$ cat src/rtl/n_bit1x4_demux_buffer.sv
// n_bit1x4_demux_buffer
// Registered 1-to-4 demultiplexer with valid/ready handshaking. A word on D
// is steered to the slot chosen by S, or to all four slots when BCAST=1.
// Each slot has a one-entry holding register, a valid flag and a saturating
// count of words loaded into it.
//
// Ports
//   clk            rising-edge clock
//   rst_n          synchronous active-low reset
//   D [n-1:0]      input word
//   S [1:0]        destination select (00=A, 01=B, 10=C, 11=D)
//   BCAST          write the word to all four slots, S ignored
//   in_valid       D/S/BCAST valid this cycle
//   in_ready       word is accepted this cycle (combinational)
//   YA..YD [n-1:0] held output words
//   vA..vD         slot holds a valid word
//   rA..rD         consumer takes the slot's word this cycle
//   cntA..cntD     words loaded into each slot, saturating at 8'hFF
//
// Per-slot state (held in the valid flag)
//   state | meaning
//   EMPTY | v=0, slot can take a word
//   FULL  | v=1, word waits for the consumer; reloads when drained same edge

module n_bit1x4_demux_buffer #(
  parameter int n = 4
) (
  input  logic         clk,
  input  logic         rst_n,
  input  logic [n-1:0] D,
  input  logic [1:0]   S,
  input  logic         BCAST,
  input  logic         in_valid,
  output logic         in_ready,
  output logic [n-1:0] YA,
  output logic [n-1:0] YB,
  output logic [n-1:0] YC,
  output logic [n-1:0] YD,
  output logic         vA,
  output logic         vB,
  output logic         vC,
  output logic         vD,
  input  logic         rA,
  input  logic         rB,
  input  logic         rC,
  input  logic         rD,
  output logic [7:0]   cntA,
  output logic [7:0]   cntB,
  output logic [7:0]   cntC,
  output logic [7:0]   cntD
);

  logic [n-1:0] y_q   [4];
  logic [7:0]   cnt_q [4];
  logic [3:0]   v_q;
  logic [3:0]   r;
  logic [3:0]   can_load;
  logic [3:0]   load;
  logic         accept;

  assign r = {rD, rC, rB, rA};

  // A slot can take a word when empty, or when its current word leaves on
  // the same edge.
  assign can_load = ~v_q | r;

  // Broadcast is all-or-nothing, so it needs every slot free at once.
  assign in_ready = BCAST ? (&can_load) : can_load[S];
  assign accept   = in_valid & in_ready;

  for (genvar k = 0; k < 4; k++) begin : g_slot
    assign load[k] = accept & (BCAST | (S == 2'(k)));

    always_ff @(posedge clk) begin
      if (!rst_n) begin
        y_q[k]   <= '0;
        v_q[k]   <= 1'b0;
        cnt_q[k] <= '0;
      end else if (load[k]) begin
        y_q[k] <= D;
        v_q[k] <= 1'b1;
        if (cnt_q[k] != 8'hFF) cnt_q[k] <= cnt_q[k] + 8'd1;
      end else if (v_q[k] && r[k]) begin
        // Y is left as-is on drain; it is only meaningful while v=1.
        v_q[k] <= 1'b0;
      end
    end
  end

  assign YA   = y_q[0];
  assign YB   = y_q[1];
  assign YC   = y_q[2];
  assign YD   = y_q[3];
  assign vA   = v_q[0];
  assign vB   = v_q[1];
  assign vC   = v_q[2];
  assign vD   = v_q[3];
  assign cntA = cnt_q[0];
  assign cntB = cnt_q[1];
  assign cntC = cnt_q[2];
  assign cntD = cnt_q[3];

endmodule

$ cat config.mk
export PLATFORM = sky130hd
export DESIGN_NAME = n_bit1x4_demux_buffer
export DESIGN_NICKNAME = d
export VERILOG_FILES = /design/src/rtl/n_bit1x4_demux_buffer.sv
export SDC_FILE = /design/constraint.sdc
export NUM_CORES = 1
export LEC_CHECK = 0
export BUFFER_PORTS_ARGS = -buffer_cell sky130_fd_sc_hd__buf_2
export CAP_MARGIN = 15
export CORE_ASPECT_RATIO = 1.5
export CORE_MARGIN = 3
export CORE_UTILIZATION = 52
export DETAILED_ROUTE_END_ITERATION = 8
export PLACE_DENSITY = 0.78
export RECOVER_POWER = 50
export SYNTH_ARGS = -nofsm -noshare
export SYNTH_HDL_FRONTEND = slang
export SYNTH_SLANG_ARGS = --single-unit
$ cat constraint.sdc
create_clock -name clk -period 7.45 [get_ports clk]
set_clock_uncertainty 0.2 [all_clocks]
set_input_delay 0.745 -clock clk [delete_from_list [all_inputs] [get_ports clk]]
set_output_delay 0.745 -clock clk [all_outputs]
set_load 0.05 [all_outputs]
; ---- After elaboration in Yosys (flattened, before gate mapping)
; Memory sizes are Yosys's and may differ from the RTL's.
; Cells that the tools add are included.
[classes]
addsub = 4
order_cmp = 1
n_eq_ne = 7
n_mux = 48
bitwise = 19
reduce_logical = 10
[op_table]
columns = op, count
row1 = 2-to-1 mux 1 bit, 39
row2 = adder 8 x 1 -> 8 bit (second input constant), 4
row3 = 2-to-1 mux 8 bit, 4
row4 = inequality test 8 bit (second input constant), 4
row5 = 2-to-1 mux 4 bit, 4
row6 = bitwise OR 1 bit, 12
row7 = nonzero test 2 bit, 4
row8 = AND 1 bit, 5
row9 = == test 2 bit (second input constant), 2
row10 = logical AND 1 bit, 4
row11 = inverter 4 bit, 1
row12 = bitwise OR 4 bit, 1
row13 = AND reduction 4 bit, 1
row14 = less-than comparator 2 x 3 -> 1 bit (second input constant), 1
row15 = binary-select mux 1 bit (select 2 bit), 1
row16 = == test 2 x 1 -> 1 bit (second input constant), 1
row17 = zero test 2 bit, 1
[word_totals]
register_bits = 4
ramBits = 48
input_bits = 14
out_inout_bits = 53
wordCells = 95
mem_count = 2
[memory_table]
columns = name, words, word_bits, read_ports, rd_clocked_by_memory_dff, wr, line_no
row1 = cnt_q, 4, 8, 4, 0, 4, 54  ; logic [7:0] cnt_q [4];
row2 = y_q, 4, 4, 4, 0, 4, 53  ; logic [n-1:0] y_q [4];

; ---- Longest topological paths before layout
; Gate-level depths: netlist (run 1).
[logic_depth]
ltp_word = 11
mapped_depth = 7
mapped_depth_nobuf = 6

; ---- Worst setup path after synthesis (run 1)
; OpenSTA, ideal clock, no wires.
[synth_path]
kind = input-to-output
from = input port rC
to = output port in_ready
arrival_ns = 2.120
required_time_ns = 6.505
path_slack_ns = 4.385
path_stages = 4
n_path_buf = 0
path_cell_list = nand2b_1 a21o_1 o21ai_0 nor3_1
[synth_via]
elab_chain_cells = 4
elab_cells_between_ends = 5
cone_classes = mux (3) / bitwise (1) / reduce/logical (1)
[synth_rtl]
columns = item, line_no
row1 = start: declaration, 45  ; input logic rC,
row2 = bitwise OR 4 bit (*), 65  ; assign can_load = ~v_q | r;
row3 = binary-select mux 1 bit (select 2 bit), 68  ; assign in_ready = BCAST ? (&can_load) : can_load[S];
row4 = 2-to-1 mux 1 bit (implied by the code), 68
row5 = 2-to-1 mux 1 bit (*), 68
row6 = end: declaration, 34  ; output logic in_ready,
; Mark *: on every way between the ends. The rest lies on a longest branch, timed or not. The select of a mux whose other input is x is not followed.

==> flow_summary.json, run 1 <==
{
  "outcome": "finished, final reports clean",
  "setup_ws_ps": 4410,
  "numClockSinks": 52,
  "antenna_found_initial": 0,
  "synth_edf_count": 48,
  "hold_violations": 0,
  "fin_crit_ps": 3040,
  "synth_common_cells": "edfxtp_1, nor2_1, nand2_1",
  "critPathKind": "primary input to flip-flop",
  "worstMarginPinSlew_ps": 1090,
  "async_flop_share": 0,
  "cp-end-kind": "flip-flop",
  "place_congestion": 0.751,
  "io_buffers": 66,
  "grt_overflow": 0,
  "worstPathArrival_ps": 2760,
  "grt_pass1_wl_um": 8500,
  "clockBufferDepth": 2,
  "ys_types": 37,
  "synth_nets": 238,
  "grt_pass1_vias": 1811,
  "placed_area_mm2": 0.00288,
  "grt_max_degree": 22,
  "critPathMaxFanout": 8,
  "internal_power_mw": 0.451,
  "drt-initial-drc-count": 73,
  "hold_class": "flip-flop to flip-flop",
  "vias_per_cell": 5.32,
  "drv_cap": 0,
  "place_ws_ps": 4060,
  "peakVddDrop_mv": 0.174,
  "power_frac_clock": 0.227,
  "num-fill-cells": 415,
  "cts_resized": 0,
  "yosysSeqAreaShare": 0.608,
  "yosys_warnings": 0,
  "firstDrtPassIters": 4,
  "die_h_um": 90.9,
  "swShare": 0.368,
  "synth.largest_area_cell": "edfxtp_1",
  "die_area_mm2": 0.00570,
  "rsz0062_at_grt": "no",
  "dp_cells": 346,
  "power.total_mw": 0.714,
  "cts.reportedPaths.clkPinSlew_ps": 100,
  "ant_nets": 0,
  "report.final.slew_viol_count": 0,
  "io_pins": 67,
  "period_share": 0.407,
  "cts_root_buf": "clkbuf_8",
  "design_area_mm2": 0.00291,
  "netSwitchingPower_mw": 0.262,
  "holdWs_ps": 345,
  "core_mm2": 0.00458,
  "ys_ff_latch": 52,
  "powerDensity_mw_per_mm2": 245,
  "required_ps": 7180,
  "vias": 1888,
  "fin_util": 0.635,
  "die_x_um": 62.6,
  "grt.total_usage": 0.188,
  "final_cells": 355,
  "start_kind": "primary input",
  "cts.htree.levels": 2,
  "synth_top_area_share": 0.576,
  "synth_area_leaders": "edfxtp_1, nor2_1, xor2_1",
  "rr_worst_depth": 5,
  "drive_gt1_frac": 0.110,
  "initial_core_util": 0.546,
  "ys.flop_type": "edfxtp_1",
  "seqPwrFrac": 0.524,
  "cts_tree": "yes",
  "whs_path_depth": 2,
  "syn_area_mm2": 0.00250,
  "cellLeakagePower_nw": 1.03,
  "worstSkewPairLatency_ps": 310,
  "cts_buffers": 5,
  "timing.fmax_ghz": 0.329,
  "diodes": 0,
  "netlist_instances": 220,
  "syn_to_final_growth_pct": 16.3,
  "post-dp-hpwl_um": 3810,
  "wl_per_cell_um": 14.1,
  "drcViolationCount": 0,
  "postSynthAreaPerCell_um2": 11.4,
  "combPwrFrac": 0.249,
  "final_nets": 308,
  "rows": 30,
  "slew_headroom": 0.264,
  "timing.setup.tns_ps": 0,
  "yosysMostFrequentCell": "edfxtp_1",
  "cts_hold_buf": 0,
  "setup_viol_count_final": 0,
  "cts_setup_buffers": 0,
  "routed_wl_um": 5020
}
[layout make-up]
class / count / area (um2) / share of cell area
Sequential cell: 52 / 1520 / 0.523
Tap cell: 64 / 80.1 / 0.0275
Clock buffer: 5 / 68.8 / 0.0237
Timing Repair Buffer: 67 / 270 / 0.0929
Clock inverter: 3 / 21.3 / 0.00731
Multi-Input combinational cell: 160 / 931 / 0.320
Inverter: 4 / 15.0 / 0.00516
[power by group through the flow]
stage / logic (mW) / registers [mW] / clock network [mW]
4_1_cts: 0.187 / 0.373 / 0.163
5_1_grt: 0.191 / 0.378 / 0.176
6_report: 0.178 / 0.374 / 0.162
3_5_place_dp: 0.186 / 0.380 / 0
2_1_floorplan: 0.0514 / 0.471 / 0
3_3_place_gp: 0.184 / 0.379 / 0
[state kept, by name (all words and copies together), names as in the netlist]
| register | cells |
|---|---|
| cnt_q | 32 |
| y_q | 16 |
| vA | 1 |
| vB | 1 |
| vC | 1 |
| vD | 1 |
[worst paths after layout]
check	start	end	slack, ps
max	rB	cnt_q[2][4]	4410
min	vA	vA	350
max reg2reg	vB	cnt_q[2][4]	4630
min reg2reg	vA	vA	350
[worst max-delay path, stage by stage]
cell,delay [ps]
buf_2,70
nand2b_1,180
o311ai_0,160
a211oi_1,450
nand2_1,250
o21ai_0,910
[logic make-up (layout without fill, tap and decap cells)]
kind of cell | after synthesis | after routing | share of synthesized area
AO/OA/AOI/OAI | 24 | 24 | 0.0610
XOR/XNOR | 21 | 21 | 0.0735
adder cells (fa/ha/maj) | 4 | 4 | 0.0200
buffers and inverters | 8 | 79 | 0.0180
flip-flops | 52 | 52 | 0.608
AND/OR/NAND/NOR | 111 | 111 | 0.219
[cells in the final DEF (no fill, tap or decap), drive strengths merged]
cell type / n
a211oi: 1
a21boi: 4
a21o: 1
a21oi: 5
a31oi: 1
a41oi: 1
and3: 5
and4: 1
buf: 15
clkbuf: 57
clkinv: 1
clkinvlp: 1
dfxtp: 4
edfxtp: 48
ha: 4
inv: 5
nand2: 22
nand2b: 5
nand3: 15
nand4: 3
nand4b: 2
nor2: 38
nor2b: 2
nor3: 13
nor3b: 3
o21a: 1
o21ai: 7
o21ba: 1
o22ai: 1
o311ai: 1
or3b: 1
or4b: 1
xnor2: 9
xor2: 12
[metal layers]
| layer | wire length [um] | track usage | vias to the layer above |
|---|---|---|---|
| met3 | 245 | 0.0384 | 8 |
| met4 | 89 | 0.0737 | 0 |
| met2 | 2620 | 0.333 | 50 |
| met1 | 2070 | 0.222 | 900 |
| li1 | - | - | 930 |
| met5 | 0 | 0 | - |
Power figures use the tool's default switching activity.
==> inputs of run 2 (changes only) <==
clock period = 2.8 ns   (was 7.45 ns; I/O delays follow)
==> run 2 against run 1 <==
Routed wire length down 1.5%; sequential power rose to 2.7 times the previous value; register-to-register slack lost 4200 ps; via count shrank 1.1%; core utilization increased by 0.49 points; non-clock buffer count is 4 higher; first-iteration DRC count is 40% lower; clock-buffer cell count unchanged; clock power increased to 2.5 times the previous value; worst setup slack worse by 4000 ps; die area unchanged; combinational power grew to 2.7 times the previous value; critical endpoint is now cnt_q[0][4]; largest cell class unchanged.
==> flow_summary.json, run 2 (synthesis results as in run 1) <==
{
  "slew_headroom": 0.278,
  "worstPathArrival_ps": 2130,
  "numClockSinks": 52,
  "period_share": 0.858,
  "routed_wl_um": 4950,
  "place_congestion": 0.772,
  "swShare": 0.362,
  "timing.fmax_ghz": 0.416,
  "die_area_mm2": 0.00570,
  "crit_path_start": "cnt_q[0][0]",
  "wl_per_cell_um": 13.8,
  "grt.total_usage": 0.180,
  "core_mm2": 0.00458,
  "io_pins": 67,
  "final_nets": 312,
  "ant_nets": 0,
  "cts_resized": 0,
  "cts_setup_buffers": 0,
  "start_kind": "flip-flop",
  "fin_crit_ps": 2400,
  "grt_pass1_wl_um": 8160,
  "hold_class": "primary input to flip-flop",
  "cts_root_buf": "clkbuf_8",
  "cts_hold_buf": 0,
  "cellLeakagePower_nw": 1.04,
  "syn_to_final_growth_pct": 17.2,
  "combPwrFrac": 0.255,
  "num-fill-cells": 421,
  "cts_buffers": 5,
  "worstSkewPairLatency_ps": 300,
  "io_buffers": 66,
  "grt_overflow": 0,
  "netSwitchingPower_mw": 0.683,
  "layout_commonest_cell": "clkbuf_1",
  "hold_violations": 0,
  "vias_per_cell": 5.20,
  "layout_common_cells": "clkbuf_1, edfxtp_1, nor2_1",
  "setup_viol_count_final": 0,
  "peakVddDrop_mv": 0.335,
  "critPathKind": "flip-flop to flip-flop",
  "drcViolationCount": 0,
  "post-dp-hpwl_um": 3770,
  "crit_end": "cnt_q[0][4]",
  "vias": 1868,
  "r2r_slack_ps": 400,
  "report.final.slew_viol_count": 0,
  "cts_tree": "yes",
  "rr_worst_depth": 4,
  "internal_power_mw": 1.20,
  "drt-initial-drc-count": 44,
  "drv_cap": 0,
  "antenna_found_initial": 0,
  "die_x_um": 62.6,
  "largest_register": "cnt_q",
  "required_ps": 2530,
  "cts.reportedPaths.clkPinSlew_ps": 90,
  "diodes": 0,
  "fin_util": 0.640,
  "timing.setup.tns_ps": 0,
  "cp-end-kind": "flip-flop",
  "critPathMaxFanout": 8,
  "firstDrtPassIters": 4,
  "grt_max_degree": 22,
  "top_regs": "cnt_q (32), y_q (16)",
  "worstMarginPinSlew_ps": 1070,
  "cts.htree.levels": 2,
  "rsz0062_at_grt": "no",
  "drive_gt1_frac": 0.115,
  "initial_core_util": 0.546,
  "clockBufferDepth": 2,
  "outcome": "finished, final reports clean",
  "power_frac_clock": 0.218,
  "powerDensity_mw_per_mm2": 643,
  "largest_reg_flops": 32,
  "die_h_um": 90.9,
  "grt_pass1_vias": 1757,
  "seqPwrFrac": 0.527,
  "reg2reg_to": "cnt_q[0][4]",
  "r2r-start": "cnt_q[0][0]",
  "rows": 30
}
## run 2: cell types whose count changed in the layout (fill, tap and decap cells not counted)
cell | before | now
a21boi_0 | 4 | 3
a21boi_1 | 0 | 1
buf_2 | 15 | 14
buf_4 | 0 | 3
clkbuf_1 | 52 | 54
clkinv_2 | 1 | 2
clkinv_4 | 0 | 1
clkinvlp_4 | 1 | 0
inv_6 | 1 | 0
## run 2: final cells by class
type	instances	area (um2)	share of cell area
clock inverters	3	18.8	0.00640
repair buffers	71	295	0.101
multi-input cells	160	931	0.318
well taps	64	80.1	0.0273
clock buffers	5	68.8	0.0235
inverters	4	15.0	0.00512
flip-flops and latches	52	1520	0.519
## run 2: worst min path at each step
stage	start	endpoint	slack, ps	cells after the start
after global routing	rA	vA	80	3
final	rA	vA	90	3
after CTS	rA	vA	80	3
after floorplan	rA	vA	300	2
after global placement	vA	vA	310	2
after detailed placement	vA	vA	330	2
## run 2: stage by stage
stage,worst slack [ps],instance area (um2),hold WS [ps],power [mW],instances
after global placement,365,2920,310,1.51,351
final,399,2930,86.1,1.89,359
after global routing,269,2930,84.5,1.98,359
after CTS,380,3010,79.1,1.92,359
after detailed placement,342,2920,327,1.51,351
after floorplan,127,2500,298,1.39,220
## run 2: worst max-delay path: stages, from the launching register on
cell and delay [ps]:
edfxtp_1 440, ha_1 270, nand3_1 150, nor2_1 120, o21ai_0 850
## run 2: routing by layer
layer  global-route usage  routed length, um  vias up
li1                     -                  -      941
met1                0.219               2030      861
met2                0.305               2560       55
met3               0.0322                222       11
met4               0.0884                133        0
met5                    0                  0        -
## run 2: power by group through the flow
stage	sequential [mW]	combinational (mW)	clock, mW
3_3_place_gp	1.00	0.501	0
3_5_place_dp	1.01	0.507	0
2_1_floorplan	1.25	0.137	0
5_1_grt	1.01	0.512	0.460
6_report	0.993	0.481	0.412
4_1_cts	0.990	0.508	0.422
